[src/rtl/stack_alu_sequencer.sv]
// stack_alu_sequencer: replays a loaded {opcode, operand} program onto a stack ALU, capturing pops and overflow.
// Optional `STACK_SEQ_STEP_EN adds a step input that gates each FETCH.
module stack_alu_sequencer #(
  parameter int N     = 8,
  parameter int DEPTH = 16,
  parameter int AW    = 4
) (
  input  logic          CLK,
  input  logic          RST_N,
`ifdef STACK_SEQ_STEP_EN
  input  logic          step,
`endif
  input  logic          load_en,
  input  logic [AW-1:0] load_addr,
  input  logic [N+2:0]  load_word,
  input  logic          start,
  output logic          busy,
  output logic          done,
  output logic [2:0]    alu_opcode,
  output logic [N-1:0]  alu_data,
  input  logic [N-1:0]  alu_result,
  input  logic          alu_overflow,
  output logic [N-1:0]  result,
  output logic          result_valid,
  output logic          ovf_sticky,
  output logic [AW-1:0] pc
);
  typedef enum logic [2:0] {IDLE, FETCH, ISSUE, GAP, DONE} state_t;
  state_t state_q, state_d;
  logic [N+2:0] mem [DEPTH];
  logic [N+2:0] word;
  logic [AW-1:0] pc_q, pc_d;
  logic [2:0] op_q, op_d, alu_opcode_q, alu_opcode_d;
  logic [N-1:0] alu_data_q, alu_data_d, result_q, result_d;
  logic rv_q, rv_d, ovf_q, ovf_d, busy_q, busy_d, done_q, done_d;
  logic go, halt, last;
  assign word = mem[pc_q];
  assign halt = word[N+2:N] == 3'b001;
  assign last = pc_q == AW'(DEPTH - 1);
`ifdef STACK_SEQ_STEP_EN
  assign go = step;
`else
  assign go = 1'b1;
`endif
  // Loads are only accepted in IDLE, so a start in the same cycle sees the new word.
  always_ff @(posedge CLK)
    if (load_en && state_q == IDLE) mem[load_addr] <= load_word;
  always_ff @(posedge CLK or negedge RST_N)
    if (!RST_N) begin
      state_q      <= IDLE;
      pc_q         <= '0;
      op_q         <= 3'b000;
      alu_opcode_q <= 3'b000;
      alu_data_q   <= '0;
      result_q     <= '0;
      rv_q         <= 1'b0;
      ovf_q        <= 1'b0;
      busy_q       <= 1'b0;
      done_q       <= 1'b0;
    end else begin
      state_q      <= state_d;
      pc_q         <= pc_d;
      op_q         <= op_d;
      alu_opcode_q <= alu_opcode_d;
      alu_data_q   <= alu_data_d;
      result_q     <= result_d;
      rv_q         <= rv_d;
      ovf_q        <= ovf_d;
      busy_q       <= busy_d;
      done_q       <= done_d;
    end
  always_comb begin
    state_d = state_q;
    case (state_q)
      IDLE:    state_d = start ? FETCH : IDLE;
      FETCH:   state_d = !go ? FETCH : halt ? DONE : ISSUE;
      ISSUE:   state_d = GAP;
      GAP:     state_d = last ? DONE : FETCH;
      default: state_d = IDLE;
    endcase
  end
  // op_q remembers the issued opcode through GAP, where the ALU pins already read 000.
  always_comb begin
    pc_d         = pc_q;
    op_d         = op_q;
    alu_opcode_d = 3'b000;
    alu_data_d   = alu_data_q;
    result_d     = result_q;
    rv_d         = 1'b0;
    ovf_d        = ovf_q;
    busy_d       = state_d != IDLE;
    done_d       = state_d == DONE;
    if (state_q == IDLE && start) begin
      pc_d  = '0;
      ovf_d = 1'b0;
    end
    if (state_q == FETCH && go && !halt) begin
      alu_opcode_d = word[N+2:N];
      alu_data_d   = word[N-1:0];
      op_d         = word[N+2:N];
    end
    if (state_q == GAP) begin
      pc_d     = pc_q + 1'b1;
      result_d = op_q == 3'b111 ? alu_result : result_q;
      rv_d     = op_q == 3'b111;
      ovf_d    = ovf_q | (op_q[2:1] == 2'b10 && alu_overflow);
    end
  end
  assign busy         = busy_q;
  assign done         = done_q;
  assign alu_opcode   = alu_opcode_q;
  assign alu_data     = alu_data_q;
  assign result       = result_q;
  assign result_valid = rv_q;
  assign ovf_sticky   = ovf_q;
  assign pc           = pc_q;
endmodule

[config.mk]
export PLATFORM = sky130hd
export DESIGN_NAME = stack_alu_sequencer
export DESIGN_NICKNAME = d
export VERILOG_FILES = /design/src/rtl/stack_alu_sequencer.sv
export SDC_FILE = /design/constraint.sdc
export NUM_CORES = 1
export LEC_CHECK = 0
export CELL_PAD_IN_SITES_DETAIL_PLACEMENT = 1
export CELL_PAD_IN_SITES_GLOBAL_PLACEMENT = 2
export CORE_ASPECT_RATIO = 0.6
export CORE_MARGIN = 10
export CORE_UTILIZATION = 49
export CTS_BUF_LIST = sky130_fd_sc_hd__clkbuf_16
export DETAILED_ROUTE_END_ITERATION = 10
export GPL_TIMING_DRIVEN = 0
export PLACE_DENSITY_LB_ADDON = 0.08
export REMOVE_ABC_BUFFERS = 1
export SETUP_SLACK_MARGIN = 0.2
export SLEW_MARGIN = 10
export SYNTH_ARGS = -nofsm -noshare
export SYNTH_HDL_FRONTEND = slang
export SYNTH_SLANG_ARGS = --single-unit
[constraint.sdc]
create_clock -name CLK -period 3.75 [get_ports CLK]
set_clock_uncertainty 0.15 [all_clocks]
set_input_delay 0.75 -clock CLK [delete_from_list [all_inputs] [get_ports CLK]]
set_output_delay 0.75 -clock CLK [all_outputs]
set_load 0.01 [all_outputs]
==> results of run 1 <==
placed cells by master, fill, tap and decap left out, types with 2 or more instances in the layout:
master and count:
a211oi_1 3, a221o_1 3, a22oi_1 2, and2_1 2
and3_2 2, buf_12 2, buf_4 4, buf_8 2
bufinv_16 2, clkbuf_16 21, clkdlybuf4s50_1 53, clkinv_1 3
clkinv_2 3, clkinvlp_4 2, dfrtp_1 30, dfrtp_2 2
edfxtp_1 176, inv_1 11, mux2_2 18, mux4_1 19
mux4_2 27, nand2_1 17, nand2b_1 2, nand3_1 7
nand4_1 4, nor2_1 8, nor2_2 12, nor2b_1 4
nor3_1 2, nor3_2 5, o21ai_0 8, o22ai_1 5
o2bb2ai_1 3, or2_2 2
through the flow:
| step | setup TNS [ns] | total power [mW] |
|---|---|---|
| after global routing | 0 | 6.90 |
| final | 0 | 6.58 |
| after global placement | -38.45 | 4.62 |
| after CTS | 0 | 6.66 |
| after detailed placement | 0 | 4.68 |
| after floorplan | 0 | 3.94 |
per-layer routing:
metal	track usage	part of all wire	vias to the layer above
met5	0	0	-
met4	0.0286	0.012	0
met3	0.0316	0.047	18
li1	-	-	1780
met2	0.256	0.46	99
met1	0.237	0.48	2180
state kept, by name, summed over array words and instances (netlist names):
name,cells
result_valid,1
done,1
busy,1
alu_data,8
state_q,3
alu_opcode,3
op_q,3
mem,176
result,8
pc,4
ovf_sticky,1
worst paths after layout:
check / start / endpoint / slack [ns]
worst min-delay path: ovf_sticky / ovf_sticky / 0.34
worst max-delay path: pc[0] / alu_data[7] / 0.63
max in group asynchronous: RST_N / pc[0] / 2.51
worst max register to register: pc[0] / alu_data[7] / 0.63
min in group asynchronous: RST_N / alu_data[1] / 0.49
worst min register to register: ovf_sticky / ovf_sticky / 0.34
what timing repair did:
| action | in CTS | in global routing |
|---|---|---|
| hold endpoints to repair | 3 | 0 |
| endpoints found under the setup margin | 0 | 0 |
| hold buffers | 1 | 0 |
where the power goes:
group / total, mW / switching, mW / leakage, nW / internal, mW
combinational: 1.66 / 0.766 / 0.920 / 0.897
sequential: 2.95 / 0.229 / 2.00 / 2.72
clock: 1.97 / 0.822 / 0.334 / 1.15
total: 6.58 / 1.82 / 3.25 / 4.76
kinds of logic (layout without fill, tap and decap cells):
logic type	count (synthesis)	after routing	share of synthesized area
mux	66	66	0.162
fa+ha+maj	1	1	0.00152
compound gates	28	28	0.0258
simple gates	73	73	0.0445
buf+inv	23	106	0.0240
flops	209	209	0.742
layout make-up:
| class | count | area, um2 |
|---|---|---|
| Clock inverter | 15 | 120 |
| Fill cell | 1386 | 6630 |
| Timing Repair Buffer | 64 | 673 |
| Inverter | 6 | 22.5 |
| Sequential cell | 209 | 6120 |
| Clock buffer | 21 | 526 |
| Multi-Input combinational cell | 168 | 1980 |
| Tap cell | 228 | 285 |
critical path: stages (launching register included):
cell and delay (ns):
dfrtp_4 0.63, buf_16 0.30, mux4_1 0.62, nand3_1 0.13, nand3_2 0.16, a31oi_4 0.57, mux2_2 0.41
==> results.json, run 1 <==
{
  "status": "complete, no violations",
  "max_cap_violations": 0,
  "dp_slack_ns": 0.326,
  "vias": 4077,
  "antenna_found_initial": 0,
  "start_util": 0.504,
  "clk_latency_ns": 0.49,
  "dpl.cell_count": 674,
  "hold_path_depth": 2,
  "drive_gt1_frac": 0.232,
  "rows": 36,
  "reg2reg_depth": 6,
  "post_dp_cell_area_mm2": 0.00905,
  "cp-start-kind": "flop",
  "yosysMostFrequentCell": "edfxtp_1",
  "ys_types": 43,
  "routed_wl_um": 18400,
  "cts_htree_levels": 1,
  "port_buffers": 54,
  "cts_made_buffers": 20,
  "netlist.area_leader.share": 0.642,
  "place.gp.congestion": 0.739,
  "clk_path_buf_depth": 3,
  "cp_data_arrival_time_ns": 3.33,
  "hold_slack_ns": 0.344,
  "fmax_mhz": 321,
  "fin_ws_ns": 0.635,
  "synth_commonest_cells": "edfxtp_1, dfrtp_1, mux4_2, nor2_1, mux4_1",
  "drc": 0,
  "period_minus_slack_ns": 3.12,
  "powerDensity_mw_per_mm2": 677,
  "fp.dieW_um": 187,
  "clockRootBuffer": "clkbuf_16",
  "synth_edf_count": 176,
  "hp-class": "reg2reg",
  "peakVddDrop_uv": 365,
  "hpwlAfterDp_um": 11900,
  "worst_slew_pin_slew_ns": 0.927,
  "first_pass_iters": 5,
  "clk_pin_slew_worst_paths_ns": 0.06,
  "synth_async_sr_flop_share": 0.158,
  "viasPerCell": 5.73,
  "rsz0062_at_grt": "no",
  "drtIter0Drc": 322,
  "setup_violations": 0,
  "ys.flop_type": "edfxtp_1",
  "final_cells": 711,
  "fp.dieH_um": 120,
  "dieArea_mm2": 0.0226,
  "post_cts_buffers": 0,
  "yosysSeqAreaShare": 0.742,
  "grt_pass1_wl_um": 27900,
  "grt_start_max_net_pins": 38,
  "wl_per_cell_um": 25.9,
  "design_area_mm2": 0.00972,
  "coreArea_mm2": 0.0164,
  "nets": 498,
  "grt_usage": 0.164,
  "cts_sinks": 209,
  "syn_area_mm2": 0.00824,
  "slew_viol_final": 0,
  "worstSetupEndpointType": "flop",
  "fin_util": 0.595,
  "criticalPathCategory": "reg2reg",
  "ioPinCount": 55,
  "cts_tree": "yes",
  "ant_nets": 0,
  "synth_top_area_cell": "edfxtp_1",
  "fin_crit_sh": 0.831,
  "syn2layout_area_growth_pct": 18.0,
  "synth-seq-cells": 209,
  "cellLeakagePower_nw": 3.25,
  "avgSynthCellArea_um2": 20.6,
  "grt-ovfl-total": 0,
  "ys_warn_count": 0,
  "worstPathRequired_ns": 3.96,
  "diodes": 0,
  "synth_area_leaders": "edfxtp_1, dfrtp_1, mux4_2",
  "finalHoldViolCount": 0,
  "syn_inst": 400,
  "worstPathMaxFanout": 37,
  "cts_resized": 0,
  "slew_headroom": 0.381,
  "grt_pass1_vias": 4280
}
Power figures use the tool's default switching activity.
==> run 2: changes to the inputs <==
Settings changed: CORE_UTILIZATION 49 to 46.
Clock period 3.75 ns to 2.96 ns, I/O delays scaled along.
==> run 2 against run 1 <==
  * Setup slack lost 0.35 ns
  * Via count is 0.93% lower
  * Count of clock-buffer cells in the layout is the same
  * Clock power is 21% higher
  * First-iteration DRC count grew 6.2%
  * Die area increased by 5.6%
  * Utilization shrank 2.9 points
  * Non-clock buffer count is 8 higher
  * Total power rose by 27%
  * Sequential share of layout area shrank 0.59 points
  * Cell count increased by 2.0%
  * Wire length rose by 1.4%
==> results.json, run 2 (synthesis gave the netlist of run 1 again) <==
{
  "cts_made_buffers": 20,
  "drtIter0Drc": 342,
  "hpwlAfterDp_um": 11900,
  "path_cells": "clkdlybuf4s50_1",
  "cp-start-kind": "flop",
  "drc": 0,
  "ant_nets": 0,
  "cp_data_arrival_time_ns": 1.93,
  "max_stage_delay_ns": 0.76,
  "worstPathMaxFanout": 16,
  "coreArea_mm2": 0.0174,
  "period_minus_slack_ns": 2.68,
  "port_buffers": 54,
  "status": "complete, no violations",
  "met1_length_um": 8500,
  "rows": 37,
  "viasPerCell": 5.57,
  "cpMaxStageDelayCell": "dfrtp_1",
  "slew_headroom": 0.405,
  "powerDensity_mw_per_mm2": 850,
  "vias": 4039,
  "wl_met3_um": 1320,
  "clk_latency_ns": 0.49,
  "regMostFlops": "mem",
  "max_cap_violations": 0,
  "antenna_found_initial": 0,
  "first_pass_iters": 5,
  "cts_htree_levels": 1,
  "worst_slew_pin_slew_ns": 0.891,
  "routed_wl_um": 18700,
  "slew_viol_final": 0,
  "critical-path-top-delay-family": "flip-flops",
  "fillers": 1516,
  "wl_per_cell_um": 25.7,
  "fmax_mhz": 374,
  "crit_buf_inv": 1,
  "grt_usage": 0.157,
  "fin_util": 0.565,
  "clockRootBuffer": "clkbuf_16",
  "final_common_cell": "edfxtp_1",
  "dieArea_mm2": 0.0238,
  "fp.dieH_um": 124,
  "worstPathRequired_ns": 2.22,
  "highest_layer": "met4",
  "finalHoldViolCount": 0,
  "fp.dieW_um": 193,
  "final_cell_mix": "edfxtp_1, clkdlybuf4s50_1, dfrtp_1",
  "wl_met2_um": 8550,
  "peakVddDrop_uv": 396,
  "setup_violations": 0,
  "ioPinCount": 55,
  "clk_path_buf_depth": 3,
  "fin_crit_sh": 0.904,
  "fin_ws_ns": 0.284,
  "drive_gt1_frac": 0.236,
  "syn2layout_area_growth_pct": 19.2,
  "cts_sinks": 209,
  "grt-ovfl-total": 0,
  "place.gp.congestion": 0.725,
  "start_util": 0.474,
  "grt_pass1_vias": 4336,
  "nets": 506,
  "dp_slack_ns": -0.339,
  "diodes": 0,
  "clk_pin_slew_worst_paths_ns": 0.07,
  "rsz0062_at_grt": "no",
  "grt_pass1_wl_um": 27700,
  "grt_start_max_net_pins": 29,
  "hp-class": "reg2reg",
  "cts_tree": "yes",
  "criticalPathCategory": "reg2out",
  "worstSetupEndpointType": "output port",
  "cellLeakagePower_nw": 3.28,
  "largest_reg_flops": 176,
  "tns_ns": 0
}
## run 2: changes by cell type in the layout (fill, tap and decap cells not counted), sizes merged
cell      change
inv           -2
clkinv        +4
bufinv        -1
buf           +8
clkinvlp      -1
## run 2: where the power goes
part           leakage [nW]  switching, mW  total [mW]  internal, mW
Clock                 0.312           1.02        2.38          1.36
Combinational         0.975           1.04        2.28          1.24
Sequential             2.00          0.243        3.69          3.45
## run 2: cell type report
| type | count | area, um2 | area share |
|---|---|---|---|
| Clock buffer | 21 | 526 | 0.0535 |
| Timing Repair Buffer | 72 | 761 | 0.0775 |
| Inverter | 6 | 26.3 | 0.00268 |
| Tap cell | 234 | 293 | 0.0298 |
| Multi-Input combinational cell | 168 | 2010 | 0.205 |
| Clock inverter | 15 | 83.8 | 0.00854 |
| Sequential cell | 209 | 6120 | 0.623 |
## run 2: timing repair
| item | 4_1_cts | 5_1_grt |
|---|---|---|
| endpoints found under the hold margin | 10 | 0 |
| buffers inserted | 8 | 0 |
| pin swaps | 1 | 0 |
| hold buffers | 1 | 0 |
| resized for setup | 2 | 7 |
| endpoints found under the setup margin | 31 | 55 |
## run 2: per-layer routing
metal / vias to the layer above / GRT usage
met4: 0 / 0.0299
li1: 1809 / -
met2: 93 / 0.240
met3: 20 / 0.0296
met1: 2117 / 0.233
met5: - / 0
## run 2: path summary, 6_finish.rpt
path / startpoint / end / slack, ns / cells past startpoint
min: ovf_sticky / ovf_sticky / 0.33 / 2
max reg2reg: pc[0] / state_q[1] / 0.32 / 8
min reg2reg: ovf_sticky / ovf_sticky / 0.33 / 2
max: pc[3] / pc[3] / 0.28 / 1
min in group asynchronous: RST_N / alu_data[0] / 0.42 / 2
max in group asynchronous: RST_N / pc[2] / 1.78 / 3
## run 2: per-stage QoR
stage / instances / power, mW / hold slack (ns) / cell area (um2)
after global routing: 725 / 8.74 / 0.363 / 9820
after detailed placement: 680 / 5.92 / 0.322 / 9080
after CTS: 725 / 8.44 / 0.336 / 9780
after global placement: 671 / 5.85 / 0.307 / 8890
after floorplan: 383 / 4.99 / 0.146 / 8060
final: 725 / 8.35 / 0.332 / 9820
==> run 3: changes to the inputs <==
Settings changed: PLACE_DENSITY set to 0.78, PLACE_DENSITY_LB_ADDON 0.08 to unset.
==> run 3 against run 2 <==
  * Total power is 1.5% higher
  * Setup slack worse by 0.064 ns
  * Register-to-register slack worse by 0.02 ns
  * Hold slack worse by 0.0095 ns
  * First-iteration DRC count is 20% lower
  * Final area is 0.45% higher
  * Die area stayed put
  * Cell count is 0.14% higher
  * Critical path depth stayed put
  * Combinational power is 8.8% higher
  * Critical path type unchanged
  * Critical endpoint unchanged
  * Largest cell class unchanged
==> results.json, run 3 (synthesis gave the netlist of run 1 again) <==
{
  "status": "complete, no violations",
  "hold_end": "ovf_sticky",
  "grt_usage": 0.159,
  "vias": 4103,
  "hold_path_depth": 2,
  "cp_data_arrival_time_ns": 2.00,
  "slew_headroom": 0.400,
  "drive_gt1_frac": 0.250,
  "syn2layout_area_growth_pct": 19.7,
  "worstPathMaxFanout": 16,
  "rows": 37,
  "ioPinCount": 55,
  "cts_tree": "yes",
  "wl_per_cell_um": 26.3,
  "fp.dieW_um": 193,
  "routed_wl_um": 19100,
  "grt_pass1_vias": 4385,
  "clk_latency_ns": 0.49,
  "crit_buf_inv": 1,
  "critical-path-top-delay-family": "flip-flops",
  "grt_pass1_wl_um": 27900,
  "drtIter0Drc": 274,
  "cts_sinks": 209,
  "peakVddDrop_uv": 398,
  "start_util": 0.474,
  "grt_start_max_net_pins": 29,
  "dpl.cell_count": 678,
  "r2r-end": "alu_data[1]",
  "final_cell_mix": "edfxtp_1, clkdlybuf4s50_1, dfrtp_1",
  "cts_htree_levels": 1,
  "place.gp.congestion": 0.739,
  "port_buffers": 54,
  "tns_ns": 0,
  "hp-class": "reg2reg",
  "path_cells": "clkdlybuf4s50_1",
  "regMostFlops": "mem",
  "criticalPathCategory": "reg2out",
  "slew_viol_final": 0,
  "drc": 0,
  "powerDensity_mw_per_mm2": 859,
  "antenna_found_initial": 0,
  "fp.dieH_um": 124,
  "diodes": 0,
  "worst_slew_pin_slew_ns": 0.900,
  "dieArea_mm2": 0.0238,
  "r2r_slack_ns": 0.30,
  "cp-start-kind": "flop",
  "finalHoldViolCount": 0,
  "final_common_cell": "edfxtp_1",
  "fin_crit_sh": 0.926,
  "max_cap_violations": 0,
  "final_cells": 726,
  "ant_nets": 0,
  "largest_reg_flops": 176,
  "min_from": "ovf_sticky",
  "coreArea_mm2": 0.0174,
  "cellLeakagePower_nw": 3.30,
  "nets": 508,
  "max_stage_delay_ns": 0.82,
  "grt-ovfl-total": 0,
  "cpMaxStageDelayCell": "dfrtp_1",
  "setup_violations": 0,
  "worstSetupEndpointType": "output port",
  "worstPathRequired_ns": 2.22,
  "clk_path_buf_depth": 3,
  "viasPerCell": 5.65,
  "period_minus_slack_ns": 2.74,
  "r2r_start": "pc[0]",
  "hpwlAfterDp_um": 12100,
  "clockRootBuffer": "clkbuf_16",
  "reg2reg_depth": 8,
  "cts_made_buffers": 20,
  "clk_pin_slew_worst_paths_ns": 0.06,
  "rsz0062_at_grt": "yes",
  "fmax_mhz": 365,
  "fin_util": 0.568,
  "first_pass_iters": 5
}
-- run 3: cell count changes in the layout (fill, tap and decap cells not counted), moves of 2 or more --
cell and delta:
a22oi_1 -2, a22oi_2 +2, buf_12 -2, buf_16 +2, buf_4 -2, buf_6 +4
buf_8 -2, clkinv_1 -4, clkinv_2 +2
-- run 3: routing by layer --
layer / track usage / part of all wire / vias up
met5: 0 / 0 / -
met4: 0.0294 / 0.012 / 0
met3: 0.0290 / 0.075 / 22
met2: 0.248 / 0.47 / 122
met1: 0.231 / 0.45 / 2146
li1: - / - / 1813
-- run 3: layout make-up --
type / count / area, um2
Clock buffer: 21 / 526
Clock inverter: 14 / 60.1
Fill cell: 1513 / 7500
Inverter: 6 / 26.3
Multi-Input combinational cell: 168 / 2020
Sequential cell: 209 / 6120
Tap cell: 234 / 293
Timing Repair Buffer: 74 / 813
-- run 3: how the worst max path moves through the flow --
stage                    start          end  cells after the start
floorplan                pc[0]  alu_data[0]                      5
global placement         pc[0]  alu_data[2]                      5
detailed placement       pc[2]  alu_data[2]                      5
CTS                 state_q[2]    mem[7][1]                      3
global route             pc[3]        pc[3]                      1
finish                   pc[3]        pc[3]                      1
-- run 3: power by group --
group / total [mW] / switching (mW) / internal [mW] / leakage [nW]
combinational: 2.48 / 1.13 / 1.35 / 1.00
clock: 2.31 / 1.03 / 1.28 / 0.305
sequential: 3.68 / 0.235 / 3.45 / 2.00
total: 8.47 / 2.40 / 6.07 / 3.30
-- run 3: worst min-delay path: cells and delay by family (launching register included) --
family	cells	cell delay (ns)
flops	1	0.34
simple gates	2	0.10
-- run 3: per-stage QoR --
stage	hold WS, ns	setup slack [ns]	total power, mW	instance area [um2]
floorplan	0.146	-0.739	4.99	8060
CTS	0.325	0.190	8.40	9750
global route	0.376	0.173	8.88	9860
global placement	0.309	-1.88	5.83	8890
detailed placement	0.311	-0.321	5.94	9060
finish	0.322	0.220	8.47	9860
-- run 3: repair_timing --
action,in CTS,in global routing
endpoints found under the hold margin,10,0
pin swaps,1,1
resized for setup,9,13
cloned,1,0
hold buffers,1,0
setup endpoints to repair,75,61
setup buffers,6,5
